`src/rtl/ram_port_arbiter_if.sv`:
```
// Requester/RAM-facing bundle for ram_port_arbiter. The arbiter uses the slave view; the
// requesters plus the RAM port A together form the master view.
interface ram_port_arbiter_if #(
  parameter int unsigned ADDR_WIDTH = 9,
  parameter int unsigned DATA_WIDTH = 32
);
  localparam int unsigned BeWidth = DATA_WIDTH / 8;

  logic [1:0]            req_valid;
  logic [1:0]            req_ready;
  logic [1:0]            req_lock;
  logic [BeWidth-1:0]    req0_we;
  logic [BeWidth-1:0]    req1_we;
  logic [ADDR_WIDTH-1:0] req0_addr;
  logic [ADDR_WIDTH-1:0] req1_addr;
  logic [DATA_WIDTH-1:0] req0_wdata;
  logic [DATA_WIDTH-1:0] req1_wdata;
  logic [1:0]            rsp_valid;
  logic [DATA_WIDTH-1:0] rsp_rdata;
  logic                  ram_en;
  logic [BeWidth-1:0]    ram_we;
  logic [ADDR_WIDTH-1:0] ram_addr;
  logic [DATA_WIDTH-1:0] ram_din;
  logic [DATA_WIDTH-1:0] ram_dout;

  modport slave (
    input  req_valid, req_lock, req0_we, req1_we, req0_addr, req1_addr,
           req0_wdata, req1_wdata, ram_dout,
    output req_ready, rsp_valid, rsp_rdata, ram_en, ram_we, ram_addr, ram_din
  );

  modport master (
    output req_valid, req_lock, req0_we, req1_we, req0_addr, req1_addr,
           req0_wdata, req1_wdata, ram_dout,
    input  req_ready, rsp_valid, rsp_rdata, ram_en, ram_we, ram_addr, ram_din
  );
endinterface

```
`src/rtl/ram_port_arbiter.sv`:
```
// Zero-fills the RAM after reset, then round-robin shares RAM port A between two requesters.
// Optional ARB_LOCK_EN macro adds a sticky per-requester lock on the grant.
module ram_port_arbiter #(
  parameter int unsigned ADDR_WIDTH = 9,
  parameter int unsigned DATA_WIDTH = 32
) (
  input  logic clk,
  input  logic rst_n,
  output logic init_done,
  ram_port_arbiter_if.slave bus
);
  typedef enum logic {StInit, StRun} state_e;

  state_e                state_q, state_d;
  logic [ADDR_WIDTH-1:0] init_addr_q, init_addr_d;
  logic                  init_done_q, init_done_d;
  logic [1:0]            rsp_valid_q;
  logic                  rr_last_q, rr_last_d;
  logic [1:0]            elig;
  logic [1:0]            grant;
  logic                  winner;

`ifdef ARB_LOCK_EN
  logic lock_active_q, lock_active_d;
  logic lock_id_q, lock_id_d;

  // A held lock masks the other requester even while the owner is idle.
  always_comb begin
    elig = bus.req_valid;
    if (lock_active_q) begin
      elig = bus.req_valid & (lock_id_q ? 2'b10 : 2'b01);
    end
  end

  always_comb begin
    lock_active_d = lock_active_q;
    lock_id_d     = lock_id_q;
    if (grant != 2'b00) begin
      lock_active_d = bus.req_lock[winner];
      lock_id_d     = winner;
    end
  end

  always_ff @(posedge clk or negedge rst_n) begin
    if (!rst_n) begin
      lock_active_q <= 1'b0;
      lock_id_q     <= 1'b0;
    end else begin
      lock_active_q <= lock_active_d;
      lock_id_q     <= lock_id_d;
    end
  end
`else
  logic unused_lock;
  assign unused_lock = ^bus.req_lock;
  assign elig        = bus.req_valid;
`endif

  always_comb begin
    grant = 2'b00;
    if (state_q == StRun) begin
      unique case (elig)
        2'b01:   grant = 2'b01;
        2'b10:   grant = 2'b10;
        2'b11:   grant = rr_last_q ? 2'b01 : 2'b10;
        default: grant = 2'b00;
      endcase
    end
  end

  assign winner = grant[1];

  always_comb begin
    state_d      = state_q;
    init_addr_d  = init_addr_q;
    init_done_d  = init_done_q;
    rr_last_d    = rr_last_q;
    bus.ram_en   = 1'b0;
    bus.ram_we   = '0;
    bus.ram_addr = bus.req0_addr;
    bus.ram_din  = bus.req0_wdata;
    unique case (state_q)
      StInit: begin
        bus.ram_en   = 1'b1;
        bus.ram_we   = '1;
        bus.ram_addr = init_addr_q;
        bus.ram_din  = '0;
        init_addr_d  = init_addr_q + ADDR_WIDTH'(1);
        if (init_addr_q == '1) begin
          state_d     = StRun;
          init_done_d = 1'b1;
        end
      end
      StRun: begin
        if (grant != 2'b00) begin
          bus.ram_en   = 1'b1;
          bus.ram_we   = winner ? bus.req1_we    : bus.req0_we;
          bus.ram_addr = winner ? bus.req1_addr  : bus.req0_addr;
          bus.ram_din  = winner ? bus.req1_wdata : bus.req0_wdata;
          rr_last_d    = winner;
        end
      end
      default: state_d = StInit;
    endcase
  end

  always_ff @(posedge clk or negedge rst_n) begin
    if (!rst_n) begin
      state_q     <= StInit;
      init_addr_q <= '0;
      init_done_q <= 1'b0;
      rsp_valid_q <= 2'b00;
      rr_last_q   <= 1'b1;
    end else begin
      state_q     <= state_d;
      init_addr_q <= init_addr_d;
      init_done_q <= init_done_d;
      rsp_valid_q <= grant;
      rr_last_q   <= rr_last_d;
    end
  end

  assign bus.req_ready = grant;
  assign bus.rsp_valid = rsp_valid_q;
  assign bus.rsp_rdata = bus.ram_dout;
  assign init_done     = init_done_q;
endmodule

```
`src/flat_wrapper.sv`:
```
// flat-port wrapper written by rule: the top's interface ports become plain ports
module ram_port_arbiter_flat 
#(
  parameter int unsigned ADDR_WIDTH = 9,
  parameter int unsigned DATA_WIDTH = 32
)
  (clk, rst_n, init_done, bus_req_valid, bus_req_lock, bus_req0_we, bus_req1_we, bus_req0_addr, bus_req1_addr, bus_req0_wdata, bus_req1_wdata, bus_ram_dout, bus_req_ready, bus_rsp_valid, bus_rsp_rdata, bus_ram_en, bus_ram_we, bus_ram_addr, bus_ram_din);
  ram_port_arbiter_if #(.ADDR_WIDTH(ADDR_WIDTH), .DATA_WIDTH(DATA_WIDTH)) bus_i ();
  input  logic clk;
  input  logic rst_n;
  output logic init_done;
  input wire logic [$bits(bus_i.req_valid)-1:0] bus_req_valid;
  input wire logic [$bits(bus_i.req_lock)-1:0] bus_req_lock;
  input wire logic [$bits(bus_i.req0_we)-1:0] bus_req0_we;
  input wire logic [$bits(bus_i.req1_we)-1:0] bus_req1_we;
  input wire logic [$bits(bus_i.req0_addr)-1:0] bus_req0_addr;
  input wire logic [$bits(bus_i.req1_addr)-1:0] bus_req1_addr;
  input wire logic [$bits(bus_i.req0_wdata)-1:0] bus_req0_wdata;
  input wire logic [$bits(bus_i.req1_wdata)-1:0] bus_req1_wdata;
  input wire logic [$bits(bus_i.ram_dout)-1:0] bus_ram_dout;
  output wire logic [$bits(bus_i.req_ready)-1:0] bus_req_ready;
  output wire logic [$bits(bus_i.rsp_valid)-1:0] bus_rsp_valid;
  output wire logic [$bits(bus_i.rsp_rdata)-1:0] bus_rsp_rdata;
  output wire logic [$bits(bus_i.ram_en)-1:0] bus_ram_en;
  output wire logic [$bits(bus_i.ram_we)-1:0] bus_ram_we;
  output wire logic [$bits(bus_i.ram_addr)-1:0] bus_ram_addr;
  output wire logic [$bits(bus_i.ram_din)-1:0] bus_ram_din;
  assign bus_i.req_valid = bus_req_valid;
  assign bus_i.req_lock = bus_req_lock;
  assign bus_i.req0_we = bus_req0_we;
  assign bus_i.req1_we = bus_req1_we;
  assign bus_i.req0_addr = bus_req0_addr;
  assign bus_i.req1_addr = bus_req1_addr;
  assign bus_i.req0_wdata = bus_req0_wdata;
  assign bus_i.req1_wdata = bus_req1_wdata;
  assign bus_i.ram_dout = bus_ram_dout;
  assign bus_req_ready = bus_i.req_ready;
  assign bus_rsp_valid = bus_i.rsp_valid;
  assign bus_rsp_rdata = bus_i.rsp_rdata;
  assign bus_ram_en = bus_i.ram_en;
  assign bus_ram_we = bus_i.ram_we;
  assign bus_ram_addr = bus_i.ram_addr;
  assign bus_ram_din = bus_i.ram_din;
  ram_port_arbiter #(.ADDR_WIDTH(ADDR_WIDTH), .DATA_WIDTH(DATA_WIDTH)) u_core (.clk(clk), .rst_n(rst_n), .init_done(init_done), .bus(bus_i));
endmodule
```
`config.mk`:
```
export PLATFORM = sky130hd
export DESIGN_NAME = ram_port_arbiter_flat
export DESIGN_NICKNAME = d
export VERILOG_FILES = /design/src/rtl/ram_port_arbiter_if.sv /design/src/rtl/ram_port_arbiter.sv /design/src/flat_wrapper.sv
export SDC_FILE = /design/constraint.sdc
export NUM_CORES = 1
export LEC_CHECK = 0
export ABC_AREA = 1
export ABC_CLOCK_PERIOD_IN_PS = 2000
export BUFFER_PORTS_ARGS = -buffer_cell sky130_fd_sc_hd__buf_2
export CORE_MARGIN = 10
export CORE_UTILIZATION = 33
export CTS_CLUSTER_SIZE = 12
export DETAILED_ROUTE_END_ITERATION = 8
export PLACE_DENSITY = 0.82
export SLEW_MARGIN = 5
export SYNTH_ARGS = -nofsm -noshare
export SYNTH_HDL_FRONTEND = slang
export SYNTH_SLANG_ARGS = --single-unit
```
`constraint.sdc`:
```
create_clock -name clk -period 2 [get_ports clk]
set_input_delay 0.1 -clock clk [delete_from_list [all_inputs] [get_ports clk]]
set_output_delay 0.1 -clock clk [all_outputs]
set_load 0.02 [all_outputs]
```
* Word-level counts from Yosys, hierarchy flattened *
Cells that the tools add are included.

storage, ports and cells
  input bits = 128
  output and inout bits = 83
  register bits = 14

operators by class
  equal/unequal tests = 4
  add/subtract/negate cells = 1
  muxes and demuxes = 16
  bitwise logic cells = 1
  reductions and logical operators = 3

operators by type and width
  kind                 number
  $mux 32              2
  $pmux 32 s2          1
  $mux 9               2
  $pmux 9 s2           1
  $add 9x1->9 const B  1
  $eq 9x9->1 const B   1
  $mux 4               2
  $pmux 4 s2           1
  $pmux 2 s3           1
  $eq 2x2->1 const B   2
  $mux 2               2
  $reduce_and 2->1     2
  $mux 1               3
  $eq 2x1->1 const B   1
  $pmux 1 s2           1
  $reduce_bool 2->1    1
  $not 1->1            1

* Longest topological paths before layout *
Gate-level depths: netlist (run 1).

  depth in word-level cells = 6
  depth in mapped cells = 8

* Worst setup path after synthesis (run 1) *
OpenSTA, ideal clock, no wires.

  path type = flip-flop to flip-flop
  from = reg u_core.init_addr_q[0]
  to = reg u_core.state_q
  arrival = 1265 ps
  slack = 608 ps
  buffers on the path = 0
  required time = 1873 ps
  cell stages (with the launch flop) = 8
  clock period less this slack = 1392 ps
  path through = dfrtp_1 -> ha_1 -> nand2_1 -> nor2_1 -> nand3_1 -> nor2_1 -> ha_1 -> or2_2

between the ends
  longest elaborated chain between the ends = 3

ends and longest elaborated chain
  element                   RTL line                 RTL
  start, declared           ram_port_arbiter.sv:15   logic [ADDR_WIDTH-1:0] init_addr_q, init_addr_d;
  start signal, assigned    ram_port_arbiter.sv:116  init_addr_q <= init_addr_d;
  $eq 9x9->1                ram_port_arbiter.sv:89   if (init_addr_q == '1) begin
  $mux 1                    ram_port_arbiter.sv:89
  $mux 1                    ram_port_arbiter.sv:82   unique case (state_q)
  named net u_core.state_d  ram_port_arbiter.sv:14   state_e state_q, state_d;
  end signal, assigned      ram_port_arbiter.sv:109  state_q <= StInit;
  end signal, assigned      ram_port_arbiter.sv:115  state_q <= state_d;
  end, declared             ram_port_arbiter.sv:14

The timed path passes the listed nets, and every way through them passes these cells.
A chain may end at the register's enable or synchronous reset.

* Worst setup path in the final report (run 1) *
  from = reg u_core.rr_last_q
  to = out bus_ram_din[2]

between the ends
  longest elaborated chain between the ends = 6

ends and longest elaborated chain
  element                                              RTL line                                        RTL
  start, declared                                      ram_port_arbiter.sv:18                          logic rr_last_q, rr_last_d;
  start signal, assigned                               ram_port_arbiter.sv:119                         rr_last_q <= rr_last_d;
  $mux 2 (*)                                           ram_port_arbiter.sv:65                          2'b11: grant = rr_last_q ? 2'b01 : 2'b10;
  $pmux 2 s3 (*)                                       ram_port_arbiter.sv:62                          unique case (elig)
  $mux 2 (*)                                           ram_port_arbiter.sv:61                          if (state_q == StRun) begin
  $mux 32 / $reduce_bool 2->1 (equally long branches)  ram_port_arbiter.sv:99, ram_port_arbiter.sv:95
  $mux 32 (*)                                          ram_port_arbiter.sv:95                          if (grant != 2'b00) begin
  $pmux 32 s2 (*)                                      ram_port_arbiter.sv:82
  end, declared                                        flat_wrapper.sv:27                              output wire logic [$bits(bus_i.ram_din)-1:0] bus_ram_din;

Every way passes the cells marked *; elsewhere a longest branch is shown, timed or not.

==> impl_metrics.yaml, run 1 <==
run_status:
  run_status: "complete, no violations"
sta:
  share_of_the_clock_period_used_by_the_worst_path: 0.924
  setup_tns_ns: 0
  report.final.slew_viol_count: 0
  slew_headroom: 0.752
  final_hold_violation_count: 0
  timing_worst_slew_pin_value_ns: 0.371
  fmax_ghz: 0.541
  final.setup_skew_ns: 0.00226
  grt_setup_unrepaired: "no"
  final_setup_viols: 0
  min_period_ns: 1.85
yosys:
  ys_seq_area_frac: 0.209
  synthesis.yosys.warnings: 0
  netlist_instances: 293
  number_of_distinct_standard_cells_referenced_by_the_synthesized_netlist: 23
  avgSynthCellArea_um2: 5.74
  postSynthRegisterBits: 14
  total_nets_after_synthesis: 423
  syn_area_um2: 1680
layout:
  diodes: 0
  num-nets-final: 532
  synthToLayoutAreaGrowth_pct: 35.4
  drive_gt1_frac: 0.411
grt:
  grt_pass1_wl_mm: 10.1
  grt_max_degree: 27
  vias_in_the_first_global_route: 2069
  grt_remaining_overflow: 0
  groute.usage.overall: 0.141
  number_of_antenna_violations_at_the_first_check_in_global_routing: 0
setup_path:
  timing.critical_path.mode_cell: "sky130_fd_sc_hd__nand2_1"
  timing.critical_path.cells: "nand2_2, inv_1, nor2_4, buf_4, nand2_1, nand2_1, buf_2"
  reg2reg_to: "u_core.init_addr_q[8]"
  r2r_start: "u_core.init_addr_q[1]"
  cp_data_arrival_time_ns: 1.75
  reg2regPathDepth: 8
  cpMaxStageDelayCell: "sky130_fd_sc_hd__dfstp_2"
  worstPathRequired_ns: 1.90
  critical_path_class: "reg -> out"
  path_max_fanout: 16
  timing.critical_path.slowest_cell_delay_ns: 0.37
  critical_path.endpoint_type: "output port"
  worst-r2r-setup-slack_ns: 0.48
  worstSetupStartpointType: "flop"
cts:
  cts_htree_levels: 1
  cts_sinks: 14
  cts.reportedPaths.clkPinSlew_ns: 0.05
  cts.root.buffer_cell: "sky130_fd_sc_hd__clkbuf_8"
  tritoncts.num_buffers: 3
  cts_tree: "done"
  cts_max_path_buffers: 2
  clk-insertion-delay-late_ns: 0.24
pwr:
  leakagePower_nw: 1.55
  total_power_mw: 0.661
  irDropWorstVdd_v: 0.000368
  power.density_nw_per_um2: 290
floorplanning:
  boundaryPins: 211
  die-height_um: 91.4
  fp.coreArea_um2: 4820
  fp-row-count: 25
  initial_core_util: 0.349
  fp.dieW_um: 91.4
  fp.dieArea_um2: 8360
route:
  count_of_nets_left_with_antenna_violations_after_detail_routing: 0
  drt_iter0_markers: 80
  drc_errors_left: 0
  post_drt_via_cell_ratio: 4.60
  detailroute.via_count: 2154
  avgRoutedWirePerCell_um: 14.0
  drtPass1Iterations: 4
  drt_wl_total_mm: 6.55
hold_path:
  worst_hold_path.endpoint: "u_core.bus.rsp_valid[0]"
  holdCritPathClass: "in -> reg"
  worst_hold_path.num_cells: 2
  min_from: "bus_req_valid[1]"
place:
  place_hpwl_mm: 5.53
  finalWeightedCongestion: 0.841
  count_of_input_and_output_buffers: 144
run:
  maxcap_violations: 0
-- per-layer routing --
layer,vias to the layer above,share of wire,wire [um],global-route usage
met5,-,0,0,0
met4,0,0.012,76,0.0274
met3,14,0.068,446,0.0428
met2,97,0.53,3490,0.268
met1,955,0.39,2540,0.149
li1,1088,-,-,-
-- where the power goes --
| group | switching [mW] | leakage [nW] | internal [mW] | total [mW] |
|---|---|---|---|---|
| clock | 0.0945 | 0.0288 | 0.174 | 0.269 |
| sequential | 0 | 0.178 | 0.284 | 0.284 |
| combinational | 0.0408 | 1.34 | 0.0685 | 0.109 |
-- Yosys cell counts --
| master | instances | area (um2) |
|---|---|---|
| sky130_fd_sc_hd__a21o_1 | 1 | 7.51 |
| sky130_fd_sc_hd__a21oi_1 | 2 | 10.0 |
| sky130_fd_sc_hd__nand2_2 | 3 | 18.8 |
| sky130_fd_sc_hd__clkbuf_1 | 1 | 3.75 |
| sky130_fd_sc_hd__nor2_4 | 1 | 11.3 |
| sky130_fd_sc_hd__inv_1 | 23 | 86.3 |
| sky130_fd_sc_hd__or2_2 | 4 | 25.0 |
| sky130_fd_sc_hd__buf_6 | 1 | 11.3 |
| sky130_fd_sc_hd__o21bai_1 | 1 | 7.51 |
| sky130_fd_sc_hd__ha_1 | 2 | 25.0 |
| sky130_fd_sc_hd__inv_2 | 2 | 7.51 |
| sky130_fd_sc_hd__o21ai_0 | 1 | 5.00 |
| sky130_fd_sc_hd__nand4_1 | 1 | 6.26 |
| sky130_fd_sc_hd__nand3_1 | 53 | 265 |
| sky130_fd_sc_hd__dfrtp_1 | 13 | 325 |
| sky130_fd_sc_hd__nand2_1 | 116 | 435 |
| sky130_fd_sc_hd__buf_2 | 12 | 60.1 |
| sky130_fd_sc_hd__or2_0 | 1 | 6.26 |
| sky130_fd_sc_hd__nor2_1 | 18 | 67.6 |
| sky130_fd_sc_hd__dfstp_2 | 1 | 26.3 |
| sky130_fd_sc_hd__buf_4 | 33 | 248 |
| sky130_fd_sc_hd__xor2_1 | 2 | 17.5 |
| sky130_fd_sc_hd__or2_1 | 1 | 6.26 |
-- worst max-delay path by stage --
stage,from,endpoint,slack [ns]
2_1_floorplan,u_core.init_addr_q[0],u_core.state_q,0.61
3_3_place_gp,u_core.rr_last_q,bus_ram_din[2],0.41
3_5_place_dp,u_core.rr_last_q,bus_ram_din[2],0.40
4_1_cts,u_core.rr_last_q,bus_ram_din[2],0.13
5_1_grt,u_core.rr_last_q,bus_ram_din[18],0.0006
6_report,u_core.rr_last_q,bus_ram_din[2],0.15
-- flip-flops by register name, summed over array words and instances, names as in the netlist --
signal / flops
u_core.bus.rsp_valid: 2
u_core.init_addr_q: 9
u_core.init_done: 1
u_core.rr_last_q: 1
u_core.state_q: 1
-- stage by stage --
step | utilization | worst slack (ns) | hold WS, ns | area (um2) | std cells
after floorplan | - | 0.608 | -0.196 | 1680 | 293
after global placement | 0.459 | 0.415 | 0.00788 | 2210 | 463
after detailed placement | 0.459 | 0.397 | 0.0143 | 2210 | 463
after CTS | 0.472 | 0.128 | 0.0974 | 2270 | 468
after global routing | 0.473 | 0.000607 | 0.110 | 2280 | 468
final | 0.473 | 0.151 | 0.104 | 2280 | 468
-- critical path, delay by kind of cell, from the launching register on --
family	cells	cell delay, ns
and+or+nand+nor	4	0.60
buffers and inverters	3	0.52
DFF	1	0.37
-- final cells by class --
class | count | area, um2
fill | 520 | 2540
multi-input combinational | 207 | 915
timing repair buffer | 151 | 779
sequential | 14 | 352
inverter | 25 | 93.8
tap | 67 | 83.8
clock buffer | 4 | 55.1
-- cells in the final DEF, fill, tap and decap left out, drive strengths merged --
cell type,instances
buf,150
nand2,119
nand3,53
inv,25
nor2,19
dfrtp,13
or2,6
clkbuf,4
a21oi,2
xor2,2
ha,2
a21o,1
o21bai,1
nand4,1
o21ai,1
dlygate4sd3,1
dfstp,1
-- cell families (layout without fill, tap and decap cells) --
| kind of cell | Yosys count | in the layout | share of synthesized area |
|---|---|---|---|
| buffers and inverters | 72 | 180 | 0.248 |
| xor gates and xnor gates | 2 | 2 | 0.0104 |
| DFF | 14 | 14 | 0.209 |
| and+or+nand+nor | 198 | 198 | 0.500 |
| AOI/OAI and AO/OA | 5 | 5 | 0.0178 |
| adders and majority gates | 2 | 2 | 0.0149 |
-- repair_timing --
action	CTS	global route
endpoints found under the setup margin	0	2
setup buffers	0	0
hold buffers	1	0
hold endpoints to repair	13	0
resized for setup	0	1
Power figures use the tool's default switching activity.
==> inputs of run 2 (changes only) <==
ABC_AREA = unset   (was 1)
CORE_UTILIZATION = 35   (was 33)
PLACE_DENSITY = 0.83   (was 0.82)
==> run 2 against run 1 <==
Combinational power hardly changed; sequential cell count stayed put; synthesized area is 12% higher; highest routed layer unchanged; first-iteration DRC count is 7.5% lower; die area is 4.1% higher; largest cell class unchanged; critical path type unchanged; cell area is 5.9% higher; sequential share of layout area is 0.81 points lower.
==> impl_metrics.yaml, run 2 <==
hold_path:
  worst_hold_path.num_cells: 2
  holdCritPathClass: "in -> reg"
pwr:
  swShare: 0.212
  leakagePower_nw: 1.20
  switch_pwr_mw: 0.141
  p_int_mw: 0.526
  total_power_mw: 0.668
  power_frac_clock: 0.416
  power.density_nw_per_um2: 277
  irDropWorstVdd_v: 0.000180
  seq_power_share: 0.424
  combinationalPowerShare: 0.160
sta:
  timing_worst_slew_pin_value_ns: 0.438
  grt_setup_unrepaired: "yes"
  fin_hold_ws_ns: 0.109
  final.setup_skew_ns: 0.00385
  report.final.slew_viol_count: 0
  final_setup_viols: 0
  fmax_ghz: 0.534
  min_period_ns: 1.87
  setup_tns_ns: 0
  final_hold_violation_count: 0
  share_of_the_clock_period_used_by_the_worst_path: 0.937
  slew_headroom: 0.708
cts:
  cts_sinks: 14
  clk-insertion-delay-late_ns: 0.25
  cts_htree_levels: 1
  cts_max_path_buffers: 2
  cts_tree: "done"
  cts.reportedPaths.clkPinSlew_ns: 0.06
  cts.root.buffer_cell: "sky130_fd_sc_hd__clkbuf_8"
  tritoncts.num_buffers: 3
  postCtsSetupBuffers: 0
grt:
  groute.usage.overall: 0.145
  number_of_antenna_violations_at_the_first_check_in_global_routing: 0
  grt_pass1_wl_mm: 10.6
  grt_remaining_overflow: 0
  grt_max_degree: 35
  vias_in_the_first_global_route: 2217
setup_path:
  cp_data_arrival_time_ns: 1.77
  critical_path_class: "reg -> out"
  worstSetupStartpointType: "flop"
  path_max_fanout: 34
  critical_path_depth: 5
  timing.critical_path.cells: "and2_4, nand2_4, inv_8, o21ai_0, buf_2"
  worstPathRequired_ns: 1.90
  cpMaxStageDelayCell: "sky130_fd_sc_hd__dfrtp_2"
  critical_path.endpoint_type: "output port"
  cpLargestDelayFamily: "flip-flops"
  reg2regPathDepth: 5
  worstPathBufferInverterCount: 2
  timing.critical_path.slowest_cell_delay_ns: 0.53
layout:
  layout_commonest_cell: "sky130_fd_sc_hd__buf_2"
  synthToLayoutAreaGrowth_pct: 28.4
  final_cell_mix: "sky130_fd_sc_hd__buf_2 (144), sky130_fd_sc_hd__nand2_1 (37), sky130_fd_sc_hd__nand3_2 (20), sky130_fd_sc_hd__o21ai_2 (20), sky130_fd_sc_hd__nand3_1 (19)"
  largest_register: "u_core.init_addr_q"
  largest_register_ff_count: 9
  final_area_um2: 2410
  fin_cells: 417
  diodes: 0
  drive_gt1_frac: 0.588
  num-nets-final: 478
  num-fill-cells: 526
route:
  wl_met2_mm: 3.46
  detailroute.via_count: 2095
  count_of_nets_left_with_antenna_violations_after_detail_routing: 0
  post_drt_via_cell_ratio: 5.02
  avgRoutedWirePerCell_um: 16.3
  met3_wirelength_from_detailed_routing_um: 761
  drc_errors_left: 0
  drt_iter0_markers: 74
  drt_wl_total_mm: 6.80
  drtPass1Iterations: 4
  top_layer_used: "met4"
  wl_met1_mm: 2.45
yosys:
  post_synth_main_area_contributors: "sky130_fd_sc_hd__dfrtp_1 (17%), sky130_fd_sc_hd__buf_4 (15%), sky130_fd_sc_hd__nand3_2 (11%)"
  number_of_distinct_standard_cells_referenced_by_the_synthesized_netlist: 37
  yosys-top-cells-count: "sky130_fd_sc_hd__buf_4 (38), sky130_fd_sc_hd__nand2_1 (37), sky130_fd_sc_hd__nand3_2 (20), sky130_fd_sc_hd__o21ai_2 (20), sky130_fd_sc_hd__nand3_1 (19)"
  postSynthRegisterBits: 14
  number_of_enable_flip_flop_cells_after_synthesis: 0
  avgSynthCellArea_um2: 7.73
  syn_area_um2: 1880
  synthesis.yosys.warnings: 0
  yosysMostFrequentCell: "sky130_fd_sc_hd__buf_4"
  ys_async_sr_fraction: 1.00
  yosys.area.top_type: "sky130_fd_sc_hd__dfrtp_1"
  ys_seq_area_frac: 0.187
  total_nets_after_synthesis: 373
  synth_top_cell_area_share: 0.173
  netlist_instances: 243
  synth_ff_type: "sky130_fd_sc_hd__dfrtp_1"
place:
  place_hpwl_mm: 5.63
  count_of_input_and_output_buffers: 144
  dp_cells: 412
  postPlaceCellArea_um2: 2340
  finalWeightedCongestion: 0.797
floorplanning:
  fp.dieArea_um2: 8700
  initial_core_util: 0.363
  boundaryPins: 211
  fp.dieW_um: 93.3
  fp.coreArea_um2: 5170
  fp-row-count: 26
  die-height_um: 93.3
run_status:
  run_status: "complete, no violations"
run:
  maxcap_violations: 0
-- run 2: cell count changes after synthesis, moves of 5 or more --
| cell | previous run | this run |
|---|---|---|
| sky130_fd_sc_hd__nor3_1 | 0 | 5 |
| sky130_fd_sc_hd__nand2_1 | 116 | 37 |
| sky130_fd_sc_hd__o21ai_1 | 0 | 14 |
| sky130_fd_sc_hd__buf_4 | 33 | 38 |
| sky130_fd_sc_hd__nand3_2 | 0 | 20 |
| sky130_fd_sc_hd__o21ai_2 | 0 | 20 |
| sky130_fd_sc_hd__a31oi_1 | 0 | 6 |
| sky130_fd_sc_hd__xnor2_1 | 0 | 6 |
| sky130_fd_sc_hd__inv_1 | 23 | 8 |
| sky130_fd_sc_hd__nand3_1 | 53 | 19 |
| sky130_fd_sc_hd__nor2_1 | 18 | 8 |
| sky130_fd_sc_hd__buf_2 | 12 | 6 |
-- run 2: cells by family (layout without fill, tap and decap cells) --
| family | after synthesis | after routing | share of synthesized area |
|---|---|---|---|
| AOI/OAI and AO/OA | 56 | 56 | 0.210 |
| xor gates and xnor gates | 7 | 7 | 0.0326 |
| adders and majority gates | 2 | 2 | 0.0133 |
| buffers and inverters | 60 | 164 | 0.236 |
| DFF | 14 | 14 | 0.187 |
| muxes | 2 | 2 | 0.0120 |
| and+or+nand+nor | 102 | 102 | 0.309 |
-- run 2: per-stage QoR --
step | util | setup slack, ns
after floorplan | - | 0.471
after CTS | 0.466 | 0.0397
after global placement | 0.452 | 0.267
final | 0.467 | 0.126
after global routing | 0.467 | -0.0133
after detailed placement | 0.452 | 0.206
-- run 2: layout make-up --
cell class | instances | area (um2) | area share
repair buffers | 151 | 788 | 0.327
clock buffers | 4 | 55.1 | 0.0228
well taps | 70 | 87.6 | 0.0363
inverters | 9 | 41.3 | 0.0171
flip-flops and latches | 14 | 353 | 0.146
multi-input cells | 169 | 1090 | 0.451
-- run 2: repair_timing --
action                                  4_1_cts  5_1_grt
hold buffers                                  1        0
gates resized for setup                       2        1
hold endpoints to repair                     13        0
endpoints found under the setup margin       16       18
-- run 2: path summary, 6_finish.rpt --
| kind | startpoint | end | slack [ns] |
|---|---|---|---|
| setup reg to reg | u_core.init_addr_q[0] | u_core.init_addr_q[8] | 0.59 |
| max in group asynchronous | rst_n | u_core.rr_last_q | 1.43 |
| hold / removal | bus_req_valid[1] | u_core.bus.rsp_valid[0] | 0.11 |
| min in group asynchronous | rst_n | u_core.init_addr_q[1] | 0.28 |
| setup / recovery | u_core.state_q | bus_ram_din[31] | 0.13 |
| hold reg to reg | u_core.init_done | u_core.init_done | 0.52 |
-- run 2: worst register-to-register path: cells and delay by family, from the launching register on --
kind,cells,cell delay [ns]
multiplexers,1,0.25
AND/OR/NAND/NOR,2,0.13
flip-flops,1,0.42
adder cells (fa/ha/maj),2,0.51
-- run 2: per-layer routing --
layer / vias to the layer above / track usage
li1: 1021 / -
met3: 20 / 0.0624
met2: 103 / 0.265
met4: 0 / 0.0437
met5: - / 0
met1: 951 / 0.144
-- run 2: power by group through the flow --
| stage | clock, mW | sequential (mW) | combinational (mW) |
|---|---|---|---|
| after detailed placement | 0 | 0.288 | 0.105 |
| after global routing | 0.303 | 0.283 | 0.119 |
| final | 0.277 | 0.283 | 0.107 |
| after global placement | 0 | 0.288 | 0.102 |
| after CTS | 0.287 | 0.283 | 0.108 |
| after floorplan | 0 | 0.289 | 0.100 |
==> inputs of run 3 (changes only) <==
RECOVER_POWER = 50   (was unset)
==> run 3 against run 2 <==
Cell area shrank 0.21%; sequential cell count is the same; largest cell class unchanged; critical path type unchanged; core utilization shrank 0.097 points; highest routed layer unchanged; critical endpoint unchanged; clock skew is essentially flat.
==> impl_metrics.yaml, run 3 (synthesis results as in run 2) <==
sta:
  final_hold_violation_count: 0
  slew_headroom: 0.504
  final_setup_viols: 0
  timing_worst_slew_pin_value_ns: 0.744
  min_period_ns: 1.87
  share_of_the_clock_period_used_by_the_worst_path: 0.937
  report.final.slew_viol_count: 0
  final.setup_skew_ns: 0.00385
  setup_tns_ns: 0
  fmax_ghz: 0.534
  postLayoutSetupSlackWorst_ns: 0.126
  grt_setup_unrepaired: "yes"
run_status:
  run_status: "complete, no violations"
setup_path:
  worst-r2r-setup-slack_ns: 0.59
  timing.critical_path.cells: "and2_4, nand2_4, inv_8, o21ai_0, buf_2"
  reg2regPathDepth: 5
  cpMaxStageDelayCell: "sky130_fd_sc_hd__dfrtp_2"
  critical_path_class: "reg -> out"
  path_max_fanout: 34
  timing.critical_path.slowest_cell_delay_ns: 0.53
  worstSetupStartpointType: "flop"
  critical_path.endpoint_type: "output port"
  worstPathRequired_ns: 1.90
  cp_data_arrival_time_ns: 1.77
route:
  detailroute.via_count: 2091
  post_drt_via_cell_ratio: 5.01
  drt_iter0_markers: 62
  drt_wl_total_mm: 6.80
  drc_errors_left: 0
  drtPass1Iterations: 4
  count_of_nets_left_with_antenna_violations_after_detail_routing: 0
  avgRoutedWirePerCell_um: 16.3
floorplanning:
  die-height_um: 93.3
  boundaryPins: 211
  fp.dieW_um: 93.3
  fp-row-count: 26
  fp.dieArea_um2: 8700
  initial_core_util: 0.363
  fp.coreArea_um2: 5170
layout:
  fin_util: 0.466
  num-fill-cells: 530
  final_cell_mix: "sky130_fd_sc_hd__buf_2 (140), sky130_fd_sc_hd__nand2_1 (37), sky130_fd_sc_hd__nand3_2 (20), sky130_fd_sc_hd__o21ai_2 (20), sky130_fd_sc_hd__nand3_1 (19)"
  multi_input_comb_area_um2: 1090
  fin_cells: 417
  ff_latch_area_um2: 353
  largest_register: "u_core.init_addr_q"
  layout_commonest_cell: "sky130_fd_sc_hd__buf_2"
  synthToLayoutAreaGrowth_pct: 28.2
  diodes: 0
  num-nets-final: 478
  largest_register_ff_count: 9
  drive_gt1_frac: 0.576
place:
  pre_cts_slack_ns: 0.206
  dp_cells: 412
  place_hpwl_mm: 5.63
  finalWeightedCongestion: 0.797
  count_of_input_and_output_buffers: 144
pwr:
  leakagePower_nw: 1.18
  combinationalPowerShare: 0.160
  swShare: 0.212
  seq_power_share: 0.425
  switch_pwr_mw: 0.142
  p_int_mw: 0.526
  irDropWorstVdd_v: 0.000180
  power_frac_clock: 0.416
  power.density_nw_per_um2: 277
  total_power_mw: 0.667
cts:
  cts_tree: "done"
  clk-insertion-delay-late_ns: 0.25
  tritoncts.num_buffers: 3
  postCtsSetupBuffers: 0
  cts_htree_levels: 1
  cts_sinks: 14
  cts.root.buffer_cell: "sky130_fd_sc_hd__clkbuf_8"
  cts_max_path_buffers: 2
  cts.reportedPaths.clkPinSlew_ns: 0.06
grt:
  grt_pass1_wl_mm: 10.6
  grt_max_degree: 35
  grt_remaining_overflow: 0
  number_of_antenna_violations_at_the_first_check_in_global_routing: 0
  vias_in_the_first_global_route: 2217
  groute.usage.overall: 0.145
hold_path:
  holdCritPathClass: "in -> reg"
  worst_hold_path.num_cells: 2
run:
  maxcap_violations: 0
[run 3: cell count changes in the layout (fill, tap and decap cells not counted), sizes merged]
cell and change:
clkbuf +4, buf -4
[run 3: stage by stage]
stage | hold slack (ns) | instance area, um2
finish | 0.109 | 2410
global route | 0.118 | 2410
CTS | 0.101 | 2410
detailed placement | 0.0196 | 2340
global placement | 0.00281 | 2340
floorplan | -0.196 | 1880
[run 3: layout make-up]
type | instances | area share
well taps | 70 | 0.0364
inverters | 9 | 0.0171
flip-flops and latches | 14 | 0.146
multi-input cells | 169 | 0.452
repair buffers | 151 | 0.325
clock buffers | 4 | 0.0229
[run 3: metal layers]
metal,GRT usage,vias up,wire length (um)
met4,0.0437,0,124
met1,0.144,949,2460
met2,0.265,101,3460
met3,0.0624,20,759
li1,-,1021,-
met5,0,-,0
[run 3: critical path, delay by kind of cell (launching register included)]
| kind | cells | cell delay, ns |
|---|---|---|
| AO/OA/AOI/OAI | 1 | 0.13 |
| buffers and inverters | 2 | 0.39 |
| flip-flops | 1 | 0.53 |
| AND/OR/NAND/NOR | 2 | 0.45 |
[run 3: power groups by stage]
stage	sequential, mW	clock, mW	combinational (mW)
after floorplan	0.289	0	0.100
after global placement	0.288	0	0.102
after detailed placement	0.288	0	0.105
after CTS	0.283	0.287	0.108
after global routing	0.283	0.303	0.118
final	0.283	0.277	0.106
[run 3: repair_timing]
item | CTS | global route
endpoints found under the hold margin | 13 | 0
hold buffers | 1 | 0
resized for setup | 2 | 1
setup endpoints to repair | 16 | 18
[run 3: path summary, 6_finish.rpt]
| path | from | endpoint |
|---|---|---|
| hold reg to reg | u_core.init_done | u_core.init_done |
| hold / removal | bus_req_valid[1] | u_core.bus.rsp_valid[0] |
| setup / recovery | u_core.state_q | bus_ram_din[31] |
| max in group asynchronous | rst_n | u_core.state_q |
| min in group asynchronous | rst_n | u_core.init_addr_q[1] |
| setup reg to reg | u_core.init_addr_q[0] | u_core.init_addr_q[8] |
